[src/rtl/map_pkg.sv]
// -----------------------------------------------------------------------------
// map_pkg
// Shared constants, FSM state type and small helper functions for the
// map loader (stream writer side of the game-map store).
//   MAP_W / MAP_H  : map dimensions in cells
//   TILE_W         : tile code width
//   SYNC_BYTE      : frame start marker
//   TILE_WALL      : tile value used for reset and out-of-range reads
// -----------------------------------------------------------------------------
package map_pkg;

    localparam int MAP_W     = 6;
    localparam int MAP_H     = 6;
    localparam int TILE_W    = 4;
    localparam int MAP_CELLS = MAP_W * MAP_H;

    localparam int IDX_W = $clog2(MAP_CELLS);
    localparam int X_W   = $clog2(MAP_W);
    localparam int Y_W   = $clog2(MAP_H);

    localparam logic [7:0]        SYNC_BYTE = 8'hA5;
    localparam logic [TILE_W-1:0] TILE_WALL = {{(TILE_W-1){1'b0}}, 1'b1};

    typedef enum logic [1:0] {
        IDLE  = 2'd0,
        LOAD  = 2'd1,
        CHECK = 2'd2,
        PEND  = 2'd3
    } state_t;

    // A tile byte is legal only when the bits above the tile code are zero.
    function automatic logic tile_byte_ok(input logic [7:0] b);
        return (b[7:TILE_W] == {(8-TILE_W){1'b0}});
    endfunction

    // True when (x, y) addresses a real map cell.
    function automatic logic cell_in_range(input logic [7:0] x, input logic [7:0] y);
        return (x < 8'(MAP_W)) && (y < 8'(MAP_H));
    endfunction

endpackage

[src/rtl/map_loader_if.sv]
// -----------------------------------------------------------------------------
// map_loader_if
// Byte-stream handshake between a host/UART sender and the map loader.
//   s_valid : byte valid (sender)
//   s_data  : byte value (sender)
//   s_ready : loader can take the byte; transfer on s_valid && s_ready
// Modports: master = sender, slave = loader.
// -----------------------------------------------------------------------------
interface map_loader_if;

    logic       s_valid;
    logic [7:0] s_data;
    logic       s_ready;

    modport master (
        output s_valid,
        output s_data,
        input  s_ready
    );

    modport slave (
        input  s_valid,
        input  s_data,
        output s_ready
    );

endinterface

[src/rtl/map_bank.sv]
// -----------------------------------------------------------------------------
// map_bank
// One MAP_W x MAP_H bank of tile storage.
//   clk, rst_n        : clock, asynchronous active-low reset (all cells -> wall)
//   i_we, i_wx, i_wy,
//   i_wdata           : single synchronous write port
//   i_rx, i_ry        : combinational read address (full 8-bit range)
//   o_rdata           : tile at (i_rx, i_ry); wall when outside the map
// -----------------------------------------------------------------------------
module map_bank
    import map_pkg::*;
(
    input  logic              clk,
    input  logic              rst_n,
    input  logic              i_we,
    input  logic [X_W-1:0]    i_wx,
    input  logic [Y_W-1:0]    i_wy,
    input  logic [TILE_W-1:0] i_wdata,
    input  logic [7:0]        i_rx,
    input  logic [7:0]        i_ry,
    output logic [TILE_W-1:0] o_rdata
);

    logic [TILE_W-1:0] r_mem [MAP_W][MAP_H];

    // Tile storage: whole bank returns to wall on reset, one cell written per cycle.
    always_ff @(posedge clk or negedge rst_n) begin
        if (!rst_n) begin
            for (int x = 0; x < MAP_W; x++) begin
                for (int y = 0; y < MAP_H; y++) begin
                    r_mem[x][y] <= TILE_WALL;
                end
            end
        end else if (i_we) begin
            r_mem[i_wx][i_wy] <= i_wdata;
        end
    end

    // Read port: anything off the map reads as wall so the renderer never indexes garbage.
    always_comb begin
        o_rdata = TILE_WALL;
        if (cell_in_range(i_rx, i_ry)) begin
            o_rdata = r_mem[i_rx[X_W-1:0]][i_ry[Y_W-1:0]];
        end else begin
            o_rdata = TILE_WALL;
        end
    end

endmodule

[src/rtl/map_loader.sv]
// -----------------------------------------------------------------------------
// map_loader
// Receives a framed byte stream (SYNC_BYTE, MAP_CELLS tile bytes, XOR checksum)
// and writes it into the shadow bank of a double-buffered map store. The new
// map becomes visible by an atomic bank swap once the checksum matches and the
// renderer is not holding map_lock.
//   clk, rst_n  : clock, asynchronous active-low reset
//   s_if        : byte stream (slave side)
//   map_lock    : renderer busy; defers a pending swap
//   rd_x, rd_y  : read address; rd_point is the active-bank tile (comb.)
//   load_busy   : frame in progress (LOAD, CHECK, PEND)
//   load_done   : one-cycle pulse in the cycle after the swap
//   load_err    : sticky error; cleared when the next sync byte is taken
//   map_valid   : a map has been loaded since reset
// -----------------------------------------------------------------------------
module map_loader
    import map_pkg::*;
(
    input  logic              clk,
    input  logic              rst_n,
    map_loader_if.slave       s_if,
    input  logic              map_lock,
    input  logic [7:0]        rd_x,
    input  logic [7:0]        rd_y,
    output logic [TILE_W-1:0] rd_point,
    output logic              load_busy,
    output logic              load_done,
    output logic              load_err,
    output logic              map_valid
);

    localparam logic [IDX_W-1:0] IDX_LAST = IDX_W'(MAP_CELLS - 1);
    localparam logic [Y_W-1:0]   Y_LAST   = Y_W'(MAP_H - 1);

    state_t            r_state;
    state_t            w_state_next;
    logic [IDX_W-1:0]  r_idx;
    logic [X_W-1:0]    r_wx;
    logic [Y_W-1:0]    r_wy;
    logic [7:0]        r_csum;
    logic              r_bank_sel;   // index of the bank the renderer reads
    logic              r_load_done;
    logic              r_load_err;
    logic              r_map_valid;

    logic              w_accept;
    logic              w_start;
    logic              w_write;
    logic              w_err;
    logic              w_swap;
    logic              w_we0;
    logic              w_we1;
    logic [TILE_W-1:0] w_rd0;
    logic [TILE_W-1:0] w_rd1;

    // The loader only stalls the stream while a verified map waits for the lock to drop.
    assign s_if.s_ready = (r_state != PEND);
    assign w_accept     = s_if.s_valid && s_if.s_ready;

    // State register.
    always_ff @(posedge clk or negedge rst_n) begin
        if (!rst_n) begin
            r_state <= IDLE;
        end else begin
            r_state <= w_state_next;
        end
    end

    // Next-state and control strobes for the datapath.
    always_comb begin
        w_state_next = r_state;
        w_start      = 1'b0;
        w_write      = 1'b0;
        w_err        = 1'b0;
        w_swap       = 1'b0;
        case (r_state)
            IDLE: begin
                if (w_accept && (s_if.s_data == SYNC_BYTE)) begin
                    w_start      = 1'b1;
                    w_state_next = LOAD;
                end else begin
                    w_state_next = IDLE;
                end
            end
            LOAD: begin
                // Sync byte is ordinary data here; only the upper-bit check can abort.
                if (w_accept) begin
                    if (!tile_byte_ok(s_if.s_data)) begin
                        w_err        = 1'b1;
                        w_state_next = IDLE;
                    end else if (r_idx == IDX_LAST) begin
                        w_write      = 1'b1;
                        w_state_next = CHECK;
                    end else begin
                        w_write      = 1'b1;
                        w_state_next = LOAD;
                    end
                end else begin
                    w_state_next = LOAD;
                end
            end
            CHECK: begin
                if (w_accept) begin
                    if (s_if.s_data != r_csum) begin
                        w_err        = 1'b1;
                        w_state_next = IDLE;
                    end else if (map_lock) begin
                        w_state_next = PEND;
                    end else begin
                        w_swap       = 1'b1;
                        w_state_next = IDLE;
                    end
                end else begin
                    w_state_next = CHECK;
                end
            end
            PEND: begin
                if (!map_lock) begin
                    w_swap       = 1'b1;
                    w_state_next = IDLE;
                end else begin
                    w_state_next = PEND;
                end
            end
            default: begin
                w_state_next = IDLE;
            end
        endcase
    end

    // Write cursor: idx and its (x, y) form advance together, y-inner; idx stops at the last cell.
    always_ff @(posedge clk or negedge rst_n) begin
        if (!rst_n) begin
            r_idx <= {IDX_W{1'b0}};
            r_wx  <= {X_W{1'b0}};
            r_wy  <= {Y_W{1'b0}};
        end else if (w_start) begin
            r_idx <= {IDX_W{1'b0}};
            r_wx  <= {X_W{1'b0}};
            r_wy  <= {Y_W{1'b0}};
        end else if (w_write && (r_idx != IDX_LAST)) begin
            r_idx <= r_idx + IDX_W'(1);
            if (r_wy == Y_LAST) begin
                r_wy <= {Y_W{1'b0}};
                r_wx <= r_wx + X_W'(1);
            end else begin
                r_wy <= r_wy + Y_W'(1);
            end
        end
    end

    // Running XOR of accepted tile bytes.
    always_ff @(posedge clk or negedge rst_n) begin
        if (!rst_n) begin
            r_csum <= 8'h00;
        end else if (w_start) begin
            r_csum <= 8'h00;
        end else if (w_write) begin
            r_csum <= r_csum ^ s_if.s_data;
        end
    end

    // Bank select and status flags.
    always_ff @(posedge clk or negedge rst_n) begin
        if (!rst_n) begin
            r_bank_sel  <= 1'b0;
            r_load_done <= 1'b0;
            r_load_err  <= 1'b0;
            r_map_valid <= 1'b0;
        end else begin
            r_load_done <= w_swap;
            if (w_swap) begin
                r_bank_sel  <= ~r_bank_sel;
                r_map_valid <= 1'b1;
            end
            if (w_start) begin
                r_load_err <= 1'b0;
            end else if (w_err) begin
                r_load_err <= 1'b1;
            end
        end
    end

    // Writes always target the bank the renderer is not reading.
    assign w_we0 = w_write &&  r_bank_sel;
    assign w_we1 = w_write && !r_bank_sel;

    map_bank u_bank0 (
        .clk     (clk),
        .rst_n   (rst_n),
        .i_we    (w_we0),
        .i_wx    (r_wx),
        .i_wy    (r_wy),
        .i_wdata (s_if.s_data[TILE_W-1:0]),
        .i_rx    (rd_x),
        .i_ry    (rd_y),
        .o_rdata (w_rd0)
    );

    map_bank u_bank1 (
        .clk     (clk),
        .rst_n   (rst_n),
        .i_we    (w_we1),
        .i_wx    (r_wx),
        .i_wy    (r_wy),
        .i_wdata (s_if.s_data[TILE_W-1:0]),
        .i_rx    (rd_x),
        .i_ry    (rd_y),
        .o_rdata (w_rd1)
    );

    assign rd_point  = r_bank_sel ? w_rd1 : w_rd0;
    assign load_busy = (r_state == LOAD) || (r_state == CHECK) || (r_state == PEND);
    assign load_done = r_load_done;
    assign load_err  = r_load_err;
    assign map_valid = r_map_valid;

endmodule

[src/flat_wrapper.sv]
// flat-port wrapper written by rule: the top's interface ports become plain ports
module map_loader_flat import map_pkg::*;
  (clk, rst_n, map_lock, rd_x, rd_y, rd_point, load_busy, load_done, load_err, map_valid, s_if_s_valid, s_if_s_data, s_if_s_ready);
  map_loader_if s_if_i ();
  input  logic clk;
  input  logic rst_n;
  input  logic map_lock;
  input  logic [7:0] rd_x;
  input  logic [7:0] rd_y;
  output logic [TILE_W-1:0] rd_point;
  output logic load_busy;
  output logic load_done;
  output logic load_err;
  output logic map_valid;
  input wire logic [$bits(s_if_i.s_valid)-1:0] s_if_s_valid;
  input wire logic [$bits(s_if_i.s_data)-1:0] s_if_s_data;
  output wire logic [$bits(s_if_i.s_ready)-1:0] s_if_s_ready;
  assign s_if_i.s_valid = s_if_s_valid;
  assign s_if_i.s_data = s_if_s_data;
  assign s_if_s_ready = s_if_i.s_ready;
  map_loader u_core (.clk(clk), .rst_n(rst_n), .s_if(s_if_i), .map_lock(map_lock), .rd_x(rd_x), .rd_y(rd_y), .rd_point(rd_point), .load_busy(load_busy), .load_done(load_done), .load_err(load_err), .map_valid(map_valid));
endmodule
[config.mk]
export PLATFORM = sky130hd
export DESIGN_NAME = map_loader_flat
export DESIGN_NICKNAME = d
export VERILOG_FILES = /design/src/rtl/map_pkg.sv /design/src/rtl/map_loader_if.sv /design/src/rtl/map_bank.sv /design/src/rtl/map_loader.sv /design/src/flat_wrapper.sv
export SDC_FILE = /design/constraint.sdc
export NUM_CORES = 1
export LEC_CHECK = 0
export CAP_MARGIN = 20
export CELL_PAD_IN_SITES_DETAIL_PLACEMENT = 0
export CELL_PAD_IN_SITES_GLOBAL_PLACEMENT = 2
export CORE_MARGIN = 10
export CORE_UTILIZATION = 45
export CTS_CLUSTER_DIAMETER = 100
export DETAILED_ROUTE_END_ITERATION = 12
export HOLD_SLACK_MARGIN = 0.02
export PLACE_DENSITY = 0.84
export SYNTH_ARGS = -nofsm -noshare
export SYNTH_HDL_FRONTEND = slang
export SYNTH_SLANG_ARGS = --single-unit
[constraint.sdc]
create_clock -name clk -period 3.9 [get_ports clk]
set_input_delay 0.78 -clock clk [delete_from_list [all_inputs] [get_ports clk]]
set_output_delay 0.78 -clock clk [all_outputs]
set_load 0.02 [all_outputs]
==> metrics <==
Max-Cap Viols=0; met2 usage=29.5%; H-Tree Depth=2; Port Buf Inserts=36; postcts setup bufs=0; Pwr Total=6.93 mW; Post-Syn Nets=about 1100; DRT iter0 DRCs=~620; vias per cell=between 5 and 6; Initial Utilization=45.9%; GR Util met1=around a quarter; Longest Clk Path Bufs=3; CP Cell Sequence=clkdlybuf4s50_1 > a22oi_1 > and4_1 > nor2b_1 > o211ai_1 > a221oi_1 > a32o_1 > dlygate4sd2_1; Crit Path Class=input port to primary output; register area share after synthesis=52.9%; busiest grt layer=met2; Final nets=1200; Synth cell types=59; Reg2Reg Setup Slack=1.10 ns; main combinational cell family by area after synthesis=multiplexers; IR drop worst, VDD=0.000244 V; flop and latch count out of synthesis=~310; synthesis-to-layout area growth=15.7%; Crit path required time=3.12 ns; Root Buffer=clkbuf_16; post-route clock period utilization=97.4%; path depth of the worst reg2reg path=7; first-pass GRT wire length=59400 um; setup TNS=0 ns; Placed Area=16300 um2; Synth Area in Adders=0.583%; Syn Area/Cell=13.7 um2; FP Rows=66; Worst Path Arrival=3.02 ns; Post-Route WL=37300 um; worst flop-to-flop path endpoint=u_core.u_bank1.r_mem[35]; routed via count=approximately 9300; Post-synth EDFFs=0; r2r startpoint=u_core.r_state[0]; DRC=0; Post-Synth XOR/XNOR Area=1.17%; vias in the first global route=9829; share of post-route cells with drive strength above 1=47.6%; GRT overflow=0; CTS Hold Buffers Added=0; Syn Std Cell Area=15000 um2; CP peak stage delay=between 0.5 and 0.6 ns; I/O Pins=37; Worst Setup End Kind=primary output; CP startpoint kind=input port; RSZ-0062 raised after global routing=false; post-DR wirelength/cell=22.8 um; CTS Sinks=roughly 310; clock-pin slew on the worst setup and hold paths=0.06 ns; CORE AREA=32700 um2; Slew Limit Fails=0; Crit Path Max Fanout=3; pin count of the biggest net entering global routing=88; Final Hold Fails=0; ys async rst share=100%; LEAKAGE=slightly above 8 nW; Detailed Place HPWL=25700 um; initial antenna violation count=0; setup ws final=0.101 ns; dominant synthesized flop cell=dfrtp_1; DP Worst Slack=-0.187 ns; met3 usage=3.92%; Synthesis Warnings=0; Vert. Die Dim=203 um; final core utilization=53.2%; pwr/cell area=399 nW/um2; Post-Synth Simple-Gate Area=around 6.6%; DRT Pass-1 Iters=5; cell area after layout=approximately 17000 um2; post-synthesis compound-gate area fraction=about 4.2%; PostCTS Resize Cnt=4; GRT Util Overall=18.4%; cells after synthesis=1097; multiplexer share of the synthesized area=between 30% and 40%; die area=41100 um2; clock latency on the worst-skew pair=0.53 ns; Relative slew margins=41.7%; Worst Hold Class=input port to asynchronous set/reset pin; CTS tree=built; clk_skew=between 0.02 and 0.03 ns; Crit-path slowest cell=clkdlybuf4s50_1; CTS buffer count=35; FMAX=between 200 and 300 MHz; number of antenna diodes=0; slew at the pin closest to its max-slew limit=0.875 ns; fin crit period=3.80 ns; Die X=203 um; status=completed; gpl congestion=0.848; Finish-stage setup viols=0; antenna violation net count after detailed routing=0
worst max path at each step:
stage	start	slack, ns	end
after global routing	rd_y[2]	0.006	rd_point[3]
final	rd_y[2]	0.10	rd_point[3]
after floorplan	rd_x[0]	0.54	rd_point[3]
after detailed placement	rd_x[2]	-0.19	rd_point[3]
after global placement	rd_x[7]	-0.12	rd_point[3]
after CTS	rd_x[2]	0.005	rd_point[0]
synth_stat cells, types with 6 or more instances:
library cell    n  area, um2
o21ai_0        13       65.1
nor2_4          6       67.6
dfstp_2        72       1890
xnor2_1        10       87.6
nor2_2          6       37.5
clkbuf_1       58        218
a22oi_1        10       75.1
mux2_2        296       3330
o22ai_1        22        138
nor2b_1        10       62.6
nand2_1        72        270
inv_1          12       45.0
nor3_1         11       55.1
a21oi_1        13       65.1
mux4_2         46       1040
nor2_1         39        146
xor2_1         10       87.6
mux2i_1        46        460
a221oi_1       17        149
buf_2          12       60.1
ha_1            7       87.6
dfrtp_1       242       6060
metrics by stage:
step / std cells / hold slack [ns]
floorplan: 1097 / 0.474
global placement: 1570 / 0.454
detailed placement: 1570 / 0.452
CTS: 1634 / 0.298
global route: 1634 / 0.310
finish: 1634 / 0.269
final cells by class:
| type | instances | area, um2 |
|---|---|---|
| timing repair buffer | 107 | 986 |
| clock inverter | 7 | 78.8 |
| multi-input combinational | 695 | 6720 |
| sequential | 314 | 7950 |
| inverter | 12 | 45.0 |
| clock buffer | 57 | 1050 |
| tap | 442 | 553 |
| fill | 2781 | 15300 |
state kept, by name (all words and copies together) (netlist names):
name / flops
u_core.load_done: 1
u_core.u_bank0.r_mem: 144
u_core.map_valid: 1
u_core.r_wx: 3
u_core.u_bank1.r_mem: 144
u_core.r_bank_sel: 1
u_core.r_idx: 6
u_core.load_err: 1
u_core.r_wy: 3
u_core.r_csum: 8
u_core.r_state: 2
layer usage:
| metal | part of all wire (%) | wire length (um) | vias to the layer above |
|---|---|---|---|
| met5 | 0 | 0 | - |
| met1 | 45 | 16800 | 4889 |
| met4 | 2.3 | 857 | 0 |
| met3 | 5.1 | 1920 | 53 |
| met2 | 47 | 17700 | 183 |
| li1 | - | - | 4173 |
cells by family after synthesis:
family / Yosys count
fa+ha+maj: 7
buf+inv: 88
compound gates: 91
xor+xnor: 20
flops: 314
simple gates: 188
mux: 389
layout by cell type, fill, tap and decap left out, types with 9 or more instances in the layout:
cell type        count
mux2_2             296
a22oi_1             10
clkdlybuf4s50_1     25
inv_1               12
buf_4               62
mux2i_1             46
nor3_1              11
nor2b_1             10
a221oi_1            17
o21ai_0             13
dfstp_2             72
clkbuf_16           36
nor2_1              39
dfrtp_1            242
o22ai_1             22
clkbuf_1            14
buf_12               9
a21oi_1             13
nand2_1             72
mux4_2              46
xor2_1              10
xnor2_1             10
critical path: cells and delay by family:
family | cells | cell delay (ns)
buffers and inverters | 2 | 0.90
and+or+nand+nor | 2 | 0.50
AOI/OAI and AO/OA | 4 | 0.84
power breakdown:
| part | internal, mW | switching [mW] | leakage (nW) |
|---|---|---|---|
| sequential | 3.27 | 0.0100 | 4.12 |
| clock | 1.92 | 1.32 | 0.552 |
| combinational | 0.149 | 0.263 | 3.38 |
Power figures use the tool's default switching activity.
